<file path="src/rtl/alu_seq.sv">
// alu_seq: multi-cycle ALU feeding the accumulator. Single-cycle ops finish
// at the accepting edge. MUL runs an iterative shift-add over WIDTH cycles.
module alu_seq #(
    parameter int unsigned WIDTH = 8
) (
    input  logic             clk,
    input  logic             rst,
    input  logic             start,
    input  logic [3:0]       opcode,
    input  logic [WIDTH-1:0] accum,
    input  logic [WIDTH-1:0] data,
    output logic [WIDTH-1:0] alu_out,
    output logic             carry,
    output logic             zero,
    output logic             busy,
    output logic             done
);

    localparam int unsigned PW = 2 * WIDTH;
    localparam int unsigned CW = $clog2(WIDTH + 1);

    localparam logic [3:0] OP_ADD = 4'b0010;
    localparam logic [3:0] OP_AND = 4'b0011;
    localparam logic [3:0] OP_XOR = 4'b0100;
    localparam logic [3:0] OP_LDA = 4'b0101;
    localparam logic [3:0] OP_MUL = 4'b1000;
    localparam logic [3:0] OP_SUB = 4'b1001;

    typedef enum logic {
        S_IDLE = 1'b0,
        S_MUL  = 1'b1
    } state_t;

    state_t           r_state,   w_state;
    logic [PW-1:0]    r_mcand,   w_mcand;
    logic [WIDTH-1:0] r_mplier,  w_mplier;
    logic [PW-1:0]    r_prod,    w_prod;
    logic [CW-1:0]    r_cnt,     w_cnt;
    logic [WIDTH-1:0] r_alu_out, w_alu_out;
    logic             r_carry,   w_carry;
    logic             r_zero,    w_zero;
    logic             r_busy,    w_busy;
    logic             r_done,    w_done;

    logic [WIDTH:0]   w_add;
    logic [WIDTH:0]   w_sub;
    logic [WIDTH-1:0] w_op_res;
    logic             w_op_carry;
    logic [PW-1:0]    w_prod_sum;

    assign alu_out = r_alu_out;
    assign carry   = r_carry;
    assign zero    = r_zero;
    assign busy    = r_busy;
    assign done    = r_done;

    // Single-cycle result and flag; the extra MSB of add/sub is carry/borrow
    always_comb begin
        w_add      = {1'b0, accum} + {1'b0, data};
        w_sub      = {1'b0, accum} - {1'b0, data};
        w_op_res   = accum;
        w_op_carry = 1'b0;
        case (opcode)
            OP_ADD: begin
                w_op_res   = w_add[WIDTH-1:0];
                w_op_carry = w_add[WIDTH];
            end
            OP_SUB: begin
                w_op_res   = w_sub[WIDTH-1:0];
                w_op_carry = w_sub[WIDTH];
            end
            OP_AND:  w_op_res = accum & data;
            OP_XOR:  w_op_res = accum ^ data;
            OP_LDA:  w_op_res = data;
            default: w_op_res = accum;
        endcase
    end

    // One shift-add step: add the shifted multiplicand when the multiplier LSB is set
    assign w_prod_sum = r_prod + (r_mplier[0] ? r_mcand : PW'(0));

    // Next-state and next-output logic
    always_comb begin
        w_state   = r_state;
        w_mcand   = r_mcand;
        w_mplier  = r_mplier;
        w_prod    = r_prod;
        w_cnt     = r_cnt;
        w_alu_out = r_alu_out;
        w_carry   = r_carry;
        w_zero    = r_zero;
        w_busy    = r_busy;
        w_done    = 1'b0;
        case (r_state)
            S_IDLE: begin
                if (start) begin
                    if (opcode == OP_MUL) begin
                        w_mcand  = PW'(accum);
                        w_mplier = data;
                        w_prod   = '0;
                        w_cnt    = '0;
                        w_busy   = 1'b1;
                        w_state  = S_MUL;
                    end else begin
                        w_alu_out = w_op_res;
                        w_carry   = w_op_carry;
                        w_zero    = (w_op_res == '0);
                        w_done    = 1'b1;
                    end
                end
            end
            S_MUL: begin
                w_prod   = w_prod_sum;
                w_mcand  = r_mcand << 1;
                w_mplier = r_mplier >> 1;
                w_cnt    = r_cnt + CW'(1);
                if (r_cnt == CW'(WIDTH - 1)) begin
                    w_alu_out = w_prod_sum[WIDTH-1:0];
                    w_carry   = |w_prod_sum[PW-1:WIDTH];
                    w_zero    = (w_prod_sum[WIDTH-1:0] == '0);
                    w_done    = 1'b1;
                    w_busy    = 1'b0;
                    w_state   = S_IDLE;
                end
            end
            default: begin
                w_state = S_IDLE;
                w_busy  = 1'b0;
            end
        endcase
    end

    // State and output registers with synchronous active-low reset
    always_ff @(posedge clk) begin
        if (!rst) begin
            r_state   <= S_IDLE;
            r_mcand   <= '0;
            r_mplier  <= '0;
            r_prod    <= '0;
            r_cnt     <= '0;
            r_alu_out <= '0;
            r_carry   <= 1'b0;
            r_zero    <= 1'b0;
            r_busy    <= 1'b0;
            r_done    <= 1'b0;
        end else begin
            r_state   <= w_state;
            r_mcand   <= w_mcand;
            r_mplier  <= w_mplier;
            r_prod    <= w_prod;
            r_cnt     <= w_cnt;
            r_alu_out <= w_alu_out;
            r_carry   <= w_carry;
            r_zero    <= w_zero;
            r_busy    <= w_busy;
            r_done    <= w_done;
        end
    end

endmodule

</file>
<file path="config.mk">
export PLATFORM = sky130hd
export DESIGN_NAME = alu_seq
export DESIGN_NICKNAME = d
export VERILOG_FILES = /design/src/rtl/alu_seq.sv
export SDC_FILE = /design/constraint.sdc
export NUM_CORES = 1
export LEC_CHECK = 0
export ABC_AREA = 1
export BUFFER_PORTS_ARGS = -buffer_cell sky130_fd_sc_hd__buf_2
export CAP_MARGIN = 5
export CORE_MARGIN = 3
export CORE_UTILIZATION = 40
export CTS_BUF_LIST = sky130_fd_sc_hd__clkbuf_16
export DETAILED_ROUTE_END_ITERATION = 6
export PLACE_DENSITY = 0.57
export SYNTH_ARGS = -nofsm -noshare
export SYNTH_HDL_FRONTEND = slang
export SYNTH_SLANG_ARGS = --single-unit
export TNS_END_PERCENT = 1
</file>
<file path="constraint.sdc">
create_clock -name clk -period 2.4 [get_ports clk]
set_input_delay 0.36 -clock clk [delete_from_list [all_inputs] [get_ports clk]]
set_output_delay 0.36 -clock clk [all_outputs]
set_load 0.01 [all_outputs]
</file>
==> reports/qor.yml <==
drt:
  routed_via_density: 5.12
  drtIter0Drc: 304
  drc: 0
  drtPass1Iterations: 5
  drt-total-wl_um: 12500
  drt-wirelength-per-cell_um: 14.6
  vias: 4386
  ant_nets: 0
pwr:
  max-vdd-ir-drop_v: 0.000356
  power.density_nw_per_um2: 573
  p_leak_nw: 2.42
  total_power_mw: 2.84
global_route:
  antenna_found_initial: 0
  grt.overflow.total: 0
  grt_pass1_wl_um: 20500
  grt_max_degree: 38
  grt_usage_pct: 21.9
  first_global_vias: 4151
finish:
  synthToLayoutAreaGrowth_pct: 15.8
  fin_nets: 774
  antenna_cells: 0
  fillCellCount: 1131
  design_area_um2: 4960
  final_cells: 856
  drive_gt1_share_pct: 11.7
logic_synthesis:
  synth.avg_cell_area_um2: 6.27
  ys.flop_type: "dfxtp_1"
  synth_nets: 742
  syn_area_um2: 4280
  synth_cell_types: 36
  syn_inst: 683
  synth_edf_count: 0
  seq_area_frac_synth_pct: 26.6
  async_flop_share_pct: 0
  ys_ff_latch: 57
  yosysWarnings: 0
timing:
  drv_slew: 0
  clock_skew_ps: 6.89
  finalHoldViolations: 0
  max_freq_ghz: 0.455
  maxSlewHeadroom_pct: 70.9
  finalCriticalPeriod_ps: 2200
  setup_tns_ps: 0
  rsz0062_at_grt: "false"
  period_share_pct: 91.5
  setup_viol_count_final: 0
  worstMarginPinSlew_ps: 433
setup_path:
  required_ps: 2660
  criticalPathCategory: "register to register"
  end_kind: "register"
  arrival_ps: 2460
  worst_setup_path_start_kind: "register"
  cp_max_fo: 10
place:
  gp_congestion: 0.911
  hpwl_um: 9920
  place_inst: 840
  place_area_um2: 4610
  port_buffers: 34
status:
  status: "complete, no violations"
cts:
  clkSlewWorstSetupHoldPaths_ps: 50
  ctsRootBufferMaster: "clkbuf_16"
  cts_tree: "yes"
  post_cts_buffers: 0
  cts_max_path_buffers: 2
  h-tree-depth: 3
  clk_latency_ps: 330
  numCtsBuffers: 9
  cts_num_sinks: 57
flow_run:
  drv_cap: 0
die:
  die_h_um: 109
  start_util_pct: 41.3
  core_um2: 10400
  io_pins: 35
  rows: 37
  die_area_um2: 12000
  die_w_um: 109
hold_path:
  hold_class: "input port to register"
kinds of logic (layout without fill, tap and decap cells):
| logic type | after synthesis | count (layout) | synth area share, % |
|---|---|---|---|
| and+or+nand+nor | 347 | 347 | 34.4 |
| xor gates and xnor gates | 10 | 10 | 2.04 |
| buffers and inverters | 111 | 148 | 10.0 |
| AOI/OAI and AO/OA | 122 | 122 | 15.8 |
| DFF | 57 | 57 | 26.6 |
| adders and majority gates | 36 | 36 | 11.0 |
stage by stage:
stage	hold WS, ps	util, %	setup WS, ps
after detailed placement	458	44.5	107
after global placement	455	44.5	88.6
final	322	47.8	204
after floorplan	441	-	213
after global routing	322	47.8	5.34
after CTS	311	47.7	99.3
worst max-delay path: stages (launching register included):
cell and delay (ps):
dfxtp_2 410, nand2_1 80, inv_1 70, ha_1 180, fa_2 440, nor2_1 170
inv_1 90, nor3_2 180, nand2_1 70, nor2_1 100, nand2_1 60, nor2_1 100
nor2_1 50, a21oi_1 140
synthesized netlist by cell type, types with 2 or more instances:
master | instances | share of area (%)
or2_2 | 7 | 1.0
buf_2 | 8 | 0.93
nor2_2 | 6 | 0.88
nand2_1 | 199 | 17
ha_1 | 33 | 9.6
o211ai_1 | 2 | 0.35
nand4_1 | 8 | 1.2
nand2_2 | 2 | 0.29
dfxtp_1 | 57 | 27
nand3_1 | 67 | 7.8
xor2_1 | 4 | 0.82
a31oi_1 | 12 | 1.8
o21bai_1 | 2 | 0.35
xnor2_1 | 6 | 1.2
nor2_1 | 48 | 4.2
nor3_1 | 5 | 0.58
o21ai_0 | 27 | 3.2
clkbuf_1 | 13 | 1.1
fa_1 | 3 | 1.4
inv_2 | 4 | 0.35
o21a_1 | 2 | 0.35
inv_1 | 83 | 7.3
a21oi_1 | 64 | 7.5
a22oi_1 | 8 | 1.4
or2_1 | 2 | 0.29
layout by cell type (no fill, tap or decap), types with 3 or more instances in the layout:
master,count
a21oi_1,63
a22oi_1,8
a31oi_1,12
buf_2,34
buf_4,9
bufinv_16,3
clkbuf_16,9
dfxtp_1,56
ha_1,33
inv_1,84
inv_2,4
nand2_1,199
nand3_1,67
nand4_1,8
nor2_1,48
nor2_2,6
nor3_1,4
o21ai_0,27
or2_2,7
xnor2_1,6
xor2_1,4
area by class of cell:
cell class	instances	area, um2	area share [%]
clock buffers	9	225	4.54
clock inverters	7	110	2.22
inverters	88	330	6.66
multi-input cells	515	2720	54.9
flip-flops and latches	57	1140	23.0
well taps	136	170	3.43
repair buffers	44	258	5.20
power breakdown:
part | internal (mW) | leakage [nW] | switching, mW
registers | 0.969 | 0.462 | 0.0123
clock network | 1.00 | 0.164 | 0.447
logic | 0.138 | 1.80 | 0.270
total | 2.11 | 2.42 | 0.730
state kept, by name, summed over array words and instances (netlist names):
name,flops
zero,1
r_mplier,8
r_mcand,16
busy,1
r_cnt,4
alu_out,8
r_prod,16
done,1
r_state,1
carry,1
per-layer routing:
| metal | vias to the layer above | track usage, % | wire length (um) | part of all wire, % |
|---|---|---|---|---|
| li1 | 2286 | - | - | - |
| met1 | 1986 | 30.8 | 6230 | 50 |
| met2 | 101 | 34.6 | 5520 | 44 |
| met3 | 13 | 3.46 | 599 | 4.8 |
| met4 | 0 | 6.59 | 177 | 1.4 |
| met5 | - | 0 | 0 | 0 |
final timing paths:
check                           slack [ps]  cells after the start                     start                        to
worst max register to register         200                     13  r_mplier[0]$_SDFFE_PN0P_         zero$_SDFFE_PN0P_
worst min register to register         470                      2  r_mplier[7]$_SDFFE_PN0P_  r_mplier[7]$_SDFFE_PN0P_
worst min-delay path                   320                      3                  accum[0]   r_mcand[0]$_SDFFE_PN0P_
worst max-delay path                   200                     13  r_mplier[0]$_SDFFE_PN0P_         zero$_SDFFE_PN0P_
repair_timing:
| item | 4_1_cts | 5_1_grt |
|---|---|---|
| setup endpoints to repair | 0 | 7 |
| resized for setup | 0 | 4 |
| hold buffers | 0 | 0 |
Note: power is estimated with default switching activity, not from simulation.
